## config.mk

```make
export PLATFORM = sky130hd
export DESIGN_NAME = async_operand_scheduler
export DESIGN_NICKNAME = d
export VERILOG_FILES = /design/src/rtl/async_operand_scheduler.sv
export SDC_FILE = /design/constraint.sdc
export NUM_CORES = 1
export LEC_CHECK = 0
export CORE_UTILIZATION = 35
export DETAILED_ROUTE_END_ITERATION = 6
export MAX_ROUTING_LAYER = met4
export PLACE_DENSITY = 0.66
export SLEW_MARGIN = 0
export SYNTH_ARGS = -nofsm -noshare
export SYNTH_HDL_FRONTEND = slang
export SYNTH_SLANG_ARGS = --single-unit
```

## constraint.sdc

```tcl
create_clock -name clk_i -period 2.42 [get_ports clk_i]
set_clock_uncertainty 0.05 [all_clocks]
set_input_delay 0.484 -clock clk_i [delete_from_list [all_inputs] [get_ports clk_i]]
set_output_delay 0.484 -clock clk_i [all_outputs]
set_load 0.03 [all_outputs]
```

## src/rtl/async_operand_scheduler.sv

```systemverilog
// Launches one operand at a time into a dual-rail async datapath and returns a response after return-to-zero.
// Grant-to-response is at least 2+2*SYNC_STAGES cycles; while a response is held unaccepted, no new operand is granted.
module async_operand_scheduler #(
    parameter int DATA_W      = 32,
    parameter int SYNC_STAGES = 2,
    parameter int TIMEOUT     = 255
) (
    input  logic              clk_i,
    input  logic              rst_i,
    input  logic [1:0]        req_valid_i,
    input  logic [DATA_W-1:0] req_data0_i,
    input  logic [DATA_W-1:0] req_data1_i,
    output logic [1:0]        req_ready_o,
    output logic [DATA_W-1:0] src_data_o,
    output logic              src_ack_o,
    input  logic              done_i,
    output logic              rsp_valid_o,
    output logic              rsp_id_o,
    output logic              rsp_err_o,
    input  logic              rsp_ready_i,
    output logic              busy_o
);
    localparam int CNT_W = $clog2(TIMEOUT + 1);

    typedef enum logic [2:0] {IDLE, LAUNCH, WAIT_DONE, RTZ, RESP} state_t;

    state_t             r_state;
    logic [SYNC_STAGES-1:0] r_sync;
    logic [SYNC_STAGES-1:0] r_arm;
    logic [CNT_W-1:0]   r_cnt;
    logic               r_ptr;
    logic               r_id;
    logic               r_err;
    logic               r_src_ack;
    logic [DATA_W-1:0]  r_src_data;
    logic [1:0]         r_req_ready;
    logic               r_rsp_valid;
    logic               r_busy;

    logic               w_done_s;
    logic               w_armed;
    logic               w_grant;
    logic               w_grant_ok;
    logic [DATA_W-1:0]  w_operand;
    logic [CNT_W-1:0]   w_cnt_nxt;

    assign w_done_s   = r_sync[SYNC_STAGES-1];
    // Synchronizer resets to 0, so hold off grants until it has sampled the real done level.
    assign w_armed    = r_arm[SYNC_STAGES-1];
    assign w_grant    = (&req_valid_i) ? r_ptr : req_valid_i[1];
    assign w_grant_ok = (|req_valid_i) && !w_done_s && w_armed;
    assign w_operand  = w_grant ? req_data1_i : req_data0_i;
    assign w_cnt_nxt  = r_cnt + CNT_W'(1);

    always_ff @(posedge clk_i or posedge rst_i) begin
        if (rst_i) begin
            r_sync <= '0;
            r_arm  <= '0;
        end else begin
            r_sync <= {r_sync[SYNC_STAGES-2:0], done_i};
            r_arm  <= {r_arm[SYNC_STAGES-2:0], 1'b1};
        end
    end

    always_ff @(posedge clk_i or posedge rst_i) begin
        if (rst_i) begin
            r_state     <= IDLE;
            r_cnt       <= '0;
            r_ptr       <= 1'b0;
            r_id        <= 1'b0;
            r_err       <= 1'b0;
            r_src_ack   <= 1'b1;
            r_src_data  <= '0;
            r_req_ready <= 2'b00;
            r_rsp_valid <= 1'b0;
            r_busy      <= 1'b0;
        end else begin
            r_req_ready <= 2'b00;
            case (r_state)
                IDLE: begin
                    if (w_grant_ok) begin
                        r_req_ready <= w_grant ? 2'b10 : 2'b01;
                        r_src_data  <= w_operand;
                        r_id        <= w_grant;
                        r_ptr       <= ~w_grant;
                        r_err       <= 1'b0;
                        r_src_ack   <= 1'b0;
                        r_busy      <= 1'b1;
                        r_state     <= LAUNCH;
                    end
                end
                LAUNCH: begin
                    r_cnt   <= '0;
                    r_state <= WAIT_DONE;
                end
                WAIT_DONE: begin
                    r_cnt <= w_cnt_nxt;
                    // Completion takes priority over a timeout landing in the same cycle.
                    if (w_done_s) begin
                        r_err     <= 1'b0;
                        r_src_ack <= 1'b1;
                        r_state   <= RTZ;
                    end else if (w_cnt_nxt == CNT_W'(TIMEOUT)) begin
                        r_err     <= 1'b1;
                        r_src_ack <= 1'b1;
                        r_state   <= RTZ;
                    end
                end
                RTZ: begin
                    if (!w_done_s) begin
                        r_rsp_valid <= 1'b1;
                        r_state     <= RESP;
                    end
                end
                RESP: begin
                    if (rsp_ready_i) begin
                        r_rsp_valid <= 1'b0;
                        r_busy      <= 1'b0;
                        r_state     <= IDLE;
                    end
                end
                default: r_state <= IDLE;
            endcase
        end
    end

    assign req_ready_o = r_req_ready;
    assign src_data_o  = r_src_data;
    assign src_ack_o   = r_src_ack;
    assign rsp_valid_o = r_rsp_valid;
    assign rsp_id_o    = r_id;
    assign rsp_err_o   = r_err;
    assign busy_o      = r_busy;
endmodule

```

* After elaboration in Yosys (flattened, before gate mapping)
Cells that the tools add are included.
** Storage, ports and cells
- Flip-flop bits (word level) :: 55
- Logic and storage cells :: 61
** Cells by class
- $add $sub $neg :: 1
- Equal/unequal tests :: 9
- Mux-type cells :: 23
- Bitwise operators :: 1
- Reduce and logical (&&, ||, !) cells :: 15
** Operators by type and width (number)
- $mux W32 :: 1
- $pmux W8 S2 :: 1
- $mux W3 :: 5
- $pmux W3 S5 :: 1
- $reduce_and A3 Y1 :: 3
- $add A8 B1 Y8 const B :: 1
- $eq A8 B8 Y1 const B :: 1
- $mux W1 :: 8
- $pmux W1 S2 :: 4
- $reduce_bool A2 Y1 :: 4
- $eq A3 B2 Y1 const B :: 2
- $mux W2 :: 3
- $ne A2 B2 Y1 const B :: 3
- $reduce_and A2 Y1 :: 2
- $reduce_and A4 Y1 :: 1
- $eq A3 B1 Y1 const B :: 1
- $eq A3 B3 Y1 const B :: 1
- $logic_not A3 Y1 :: 1
- $ne A3 B3 Y1 const B :: 1
- $logic_and A1 B1 Y1 :: 2
- $reduce_or A2 Y1 :: 1
- $logic_not A1 Y1 :: 1
- $not A1 Y1 :: 1

* Longest topological paths before layout
- Depth in word-level cells :: 5
- Depth in mapped cells :: 7
- Gate-level depth less buffers :: 6

* Least setup slack after synthesis
No wires, ideal clock.
- Path kind :: register to register
- Start :: reg r_cnt[1]
- End :: reg r_state[0]
- Setup time :: 92 ps
- Arrival time :: 1419 ps
- Required time :: 2278 ps
- Path slack :: 859 ps
- Cell stages (with the launch flop) :: 6
- Period minus slack after synthesis :: 1561 ps
- Path through :: dfrtp_1 ha_1 and4b_1 nand4_1 a32o_1 o31ai_2
** Between the ends
- Word-level cells in the longest chain between the ends :: 4
** Ends and longest elaborated chain
- start: declaration :: RTL line 30 : logic [CNT_W-1:0] r_cnt;
- start signal: assignment :: RTL line 97 : r_cnt <= w_cnt_nxt;
- $add A8 B1 Y8 :: RTL line 53 : assign w_cnt_nxt = r_cnt + CNT_W'(1);
- $eq A8 B8 Y1 :: RTL line 103 : end else if (w_cnt_nxt == CNT_W'(TIMEOUT)) begin
- $ne A3 B3 Y1 (no source line)
- $reduce_and A4 Y1 (no source line)
- end signal: assignment :: RTL line 102 : r_state <= RTZ;
- end signal: assignment :: RTL line 106 : r_state <= RTZ;
- end signal: assignment :: RTL line 112 : r_state <= RESP;
- end: declaration :: RTL line 27 : state_t r_state;
Every way passes these cells.
A chain may end at the register's enable or synchronous reset.

* Worst setup path after layout
- Start :: reg r_src_ack (netlist: src_ack_o)
- End :: out src_ack_o
** RTL lines
- start: declaration :: RTL line 34 : logic r_src_ack;
- start signal: assignment :: RTL line 72 : r_src_ack <= 1'b1;
- start signal: assignment :: RTL line 87 : r_src_ack <= 1'b0;
- start signal: assignment :: RTL line 101 : r_src_ack <= 1'b1;
- end: declaration :: RTL line 15 : output logic src_ack_o,
No word-level cell between the ends.

==> out/qor.yml <==
syn_avg_cell_area_um2: 9.83
synth_top_family_by_area: "compound AO/OA/AOI/OAI gates"
ys_types: 45
muxShareOfSynthArea: 0.116
synth-compound-area-share: 0.170
yosysMostFrequentCell: "dfrtp_1"
htree_levels: 2
finalMaxSlewViolations: 0
synth_area_um2: 2770
clkTransAtPathRegs_ps: 100
max_freq_mhz: 482
max-vdd-ir-drop_mv: 0.560
rows: 32
fin_setup_tns_ps: 0
critPathMaxFanout: 3
p_comb_frac: 0.510
status: "completed"
start_kind: "register"
clock_latency_ps: 300
globalplace.congestion: 0.852
synth_area_leaders: "dfrtp_1, mux2i_1, a21oi_1"
initial_utilization: 0.361
critPathKind: "register to primary output"
r2r_start: "r_state[0]"
cts_tree: "done"
report.final.hold_viol_count: 0
drt_iter0_markers: 62
slew_headroom: 0.634
antenna_found_initial: 0
ys_seq_elements: 55
cts_setup_buffers: 0
synthTopCellsByCount: "dfrtp_1, a21oi_1, nor2_1"
dp_hpwl_um: 4840
yosys_warnings: 0
synth_edf_count: 0
clockPowerShare: 0.118
dieArea_um2: 8280
maxCapViolCount: 0
p_sw_mw: 1.85
wirelength_um: 6710
layout-drive-gt1-share: 0.0551
die-height_um: 91.0
grt_pass1_wl_um: 11400
postLayoutCoreUtil: 0.525
postRouteAntennaNets: 0
syn_to_final_growth_pct: 45.6
end_kind: "primary output"
antenna_cells: 0
path_buf_inv: 1
hold_class: "register to register"
finalNetCount: 452
wl_per_cell_um: 13.9
leakagePower_nw: 1.71
remaining_drc_errors: 0
grt_max_degree: 67
overflow: 0
grt_pass1_vias: 2402
yosys.area.top_type: "dfrtp_1"
vias: 2410
yosys.area_share.xor_xnor: 0
io_buffers: 108
worstPathArrival_ps: 1540
io_pins: 109
worstSetupStartpoint: "src_ack_o"
slowest_delay_ps: 670
synth_top_cell_area_share: 0.488
vias_per_cell: 4.99
rsz0062_at_grt: "false"
clkSinkCount: 55
cp_top_family: "buffers and inverters"
die-width_um: 91.0
synth-main-ff-cell: "dfrtp_1"
sw_frac_of_total: 0.434
syn_nets: 354
clk_path_buf_depth: 2
p_seq_frac: 0.372
worst_hold_startpoint: "r_arm[0]"
synth_seq_area_share: 0.497
cts_resized: 0
finalCritPeriodShare: 0.858
core_um2: 7690
p_int_mw: 2.42
num-fill-cells: 736
critPathSlowestCell: "clkdlybuf4s50_1"
min_period_ps: 2080
tightestPinTransition_ps: 548
dr.pass1.iters: 4
track_usage: 0.178
crit_required_ps: 1890
setup_viol: 0
cts_buffers: 5
netlist_instances: 282
p_per_area_nw_per_um2: 1060
async_flop_share: 1.00
clockRootBuffer: "clkbuf_8"
path_cells: "clkdlybuf4s50_1"
synth_simple_gate_area_share: 0.160
synthAdderAreaFrac: 0.00903
ctsHoldBuffers: 0
-- cell type report --
cell class / count / area [µm²] / area share
Multi-Input combinational cell: 201 / 1280 / 0.316
Timing Repair Buffer: 112 / 1150 / 0.285
Sequential cell: 55 / 1380 / 0.341
Clock inverter: 3 / 18.8 / 0.00465
Inverter: 5 / 18.8 / 0.00465
Tap cell: 102 / 128 / 0.0316
Clock buffer: 5 / 68.8 / 0.0170
-- metrics by stage --
step	instance area [µm²]	std cells	power, mW	hold WS (ps)	setup slack [ps]
finish	4040	483	4.28	313	345
floorplan	2770	282	2.88	281	545
global placement	3950	475	3.76	283	356
detailed placement	3950	475	3.79	286	301
CTS	4040	483	4.33	310	331
global route	4040	483	4.58	323	292
-- cells by family after synthesis --
family	after synthesis
AOI/OAI and AO/OA	82
adders and majority gates	2
buffers and inverters	26
DFF	55
muxes	32
other	1
and+or+nand+nor	84
-- placed cells by master (no fill, tap or decap), drive strengths merged, types with 3 or more instances in the layout --
| cell | synthesis | routed |
|---|---|---|
| a21oi | 43 | 43 |
| buf | 15 | 4 |
| clkbuf | 6 | 5 |
| clkdlybuf4s50 | 0 | 108 |
| dfrtp | 54 | 54 |
| inv | 5 | 6 |
| mux2i | 32 | 32 |
| nand2 | 10 | 10 |
| nand2b | 4 | 4 |
| nand3 | 3 | 3 |
| nand4 | 3 | 3 |
| nor2 | 44 | 44 |
| nor3 | 5 | 5 |
| o21a | 3 | 3 |
| o21ai | 20 | 20 |
| o31a | 3 | 3 |
| o31ai | 4 | 4 |
-- metal layers --
layer | part of all wire | up-vias | track usage
li1 | - | 1194 | -
met4 | 0.0051 | 0 | 0.0476
met3 | 0.086 | 8 | 0.0611
met2 | 0.47 | 92 | 0.275
met1 | 0.44 | 1116 | 0.224
met5 | 0 | - | -
-- power by group through the flow --
stage | clock [mW] | sequential, mW | combinational [mW]
finish | 0.504 | 1.59 | 2.18
global route | 0.570 | 1.64 | 2.37
detailed placement | 0 | 1.59 | 2.20
global placement | 0 | 1.58 | 2.18
floorplan | 0 | 2.05 | 0.828
CTS | 0.529 | 1.59 | 2.21
-- registers in the layout, summed over array words and instances, names as in the netlist --
| signal | cells |
|---|---|
| r_state | 3 |
| src_data_o | 32 |
| busy_o | 1 |
| rsp_id_o | 1 |
| r_sync | 2 |
| rsp_valid_o | 1 |
| r_ptr | 1 |
| rsp_err_o | 1 |
| r_arm | 2 |
| req_ready_o | 2 |
| src_ack_o | 1 |
| r_cnt | 8 |
-- final timing paths --
check / end / slack [ps] / cells past startpoint
worst max-delay path: src_ack_o / 340 / 1
worst min-delay path: r_arm[1] / 310 / 0
worst max register to register: src_data_o[29] / 560 / 5
worst min register to register: r_arm[1] / 310 / 0
max in group asynchronous: src_ack_o / 1550 / 3
min in group asynchronous: r_state[2] / 490 / 3
No activity file was read; power rests on OpenSTA's default activity.
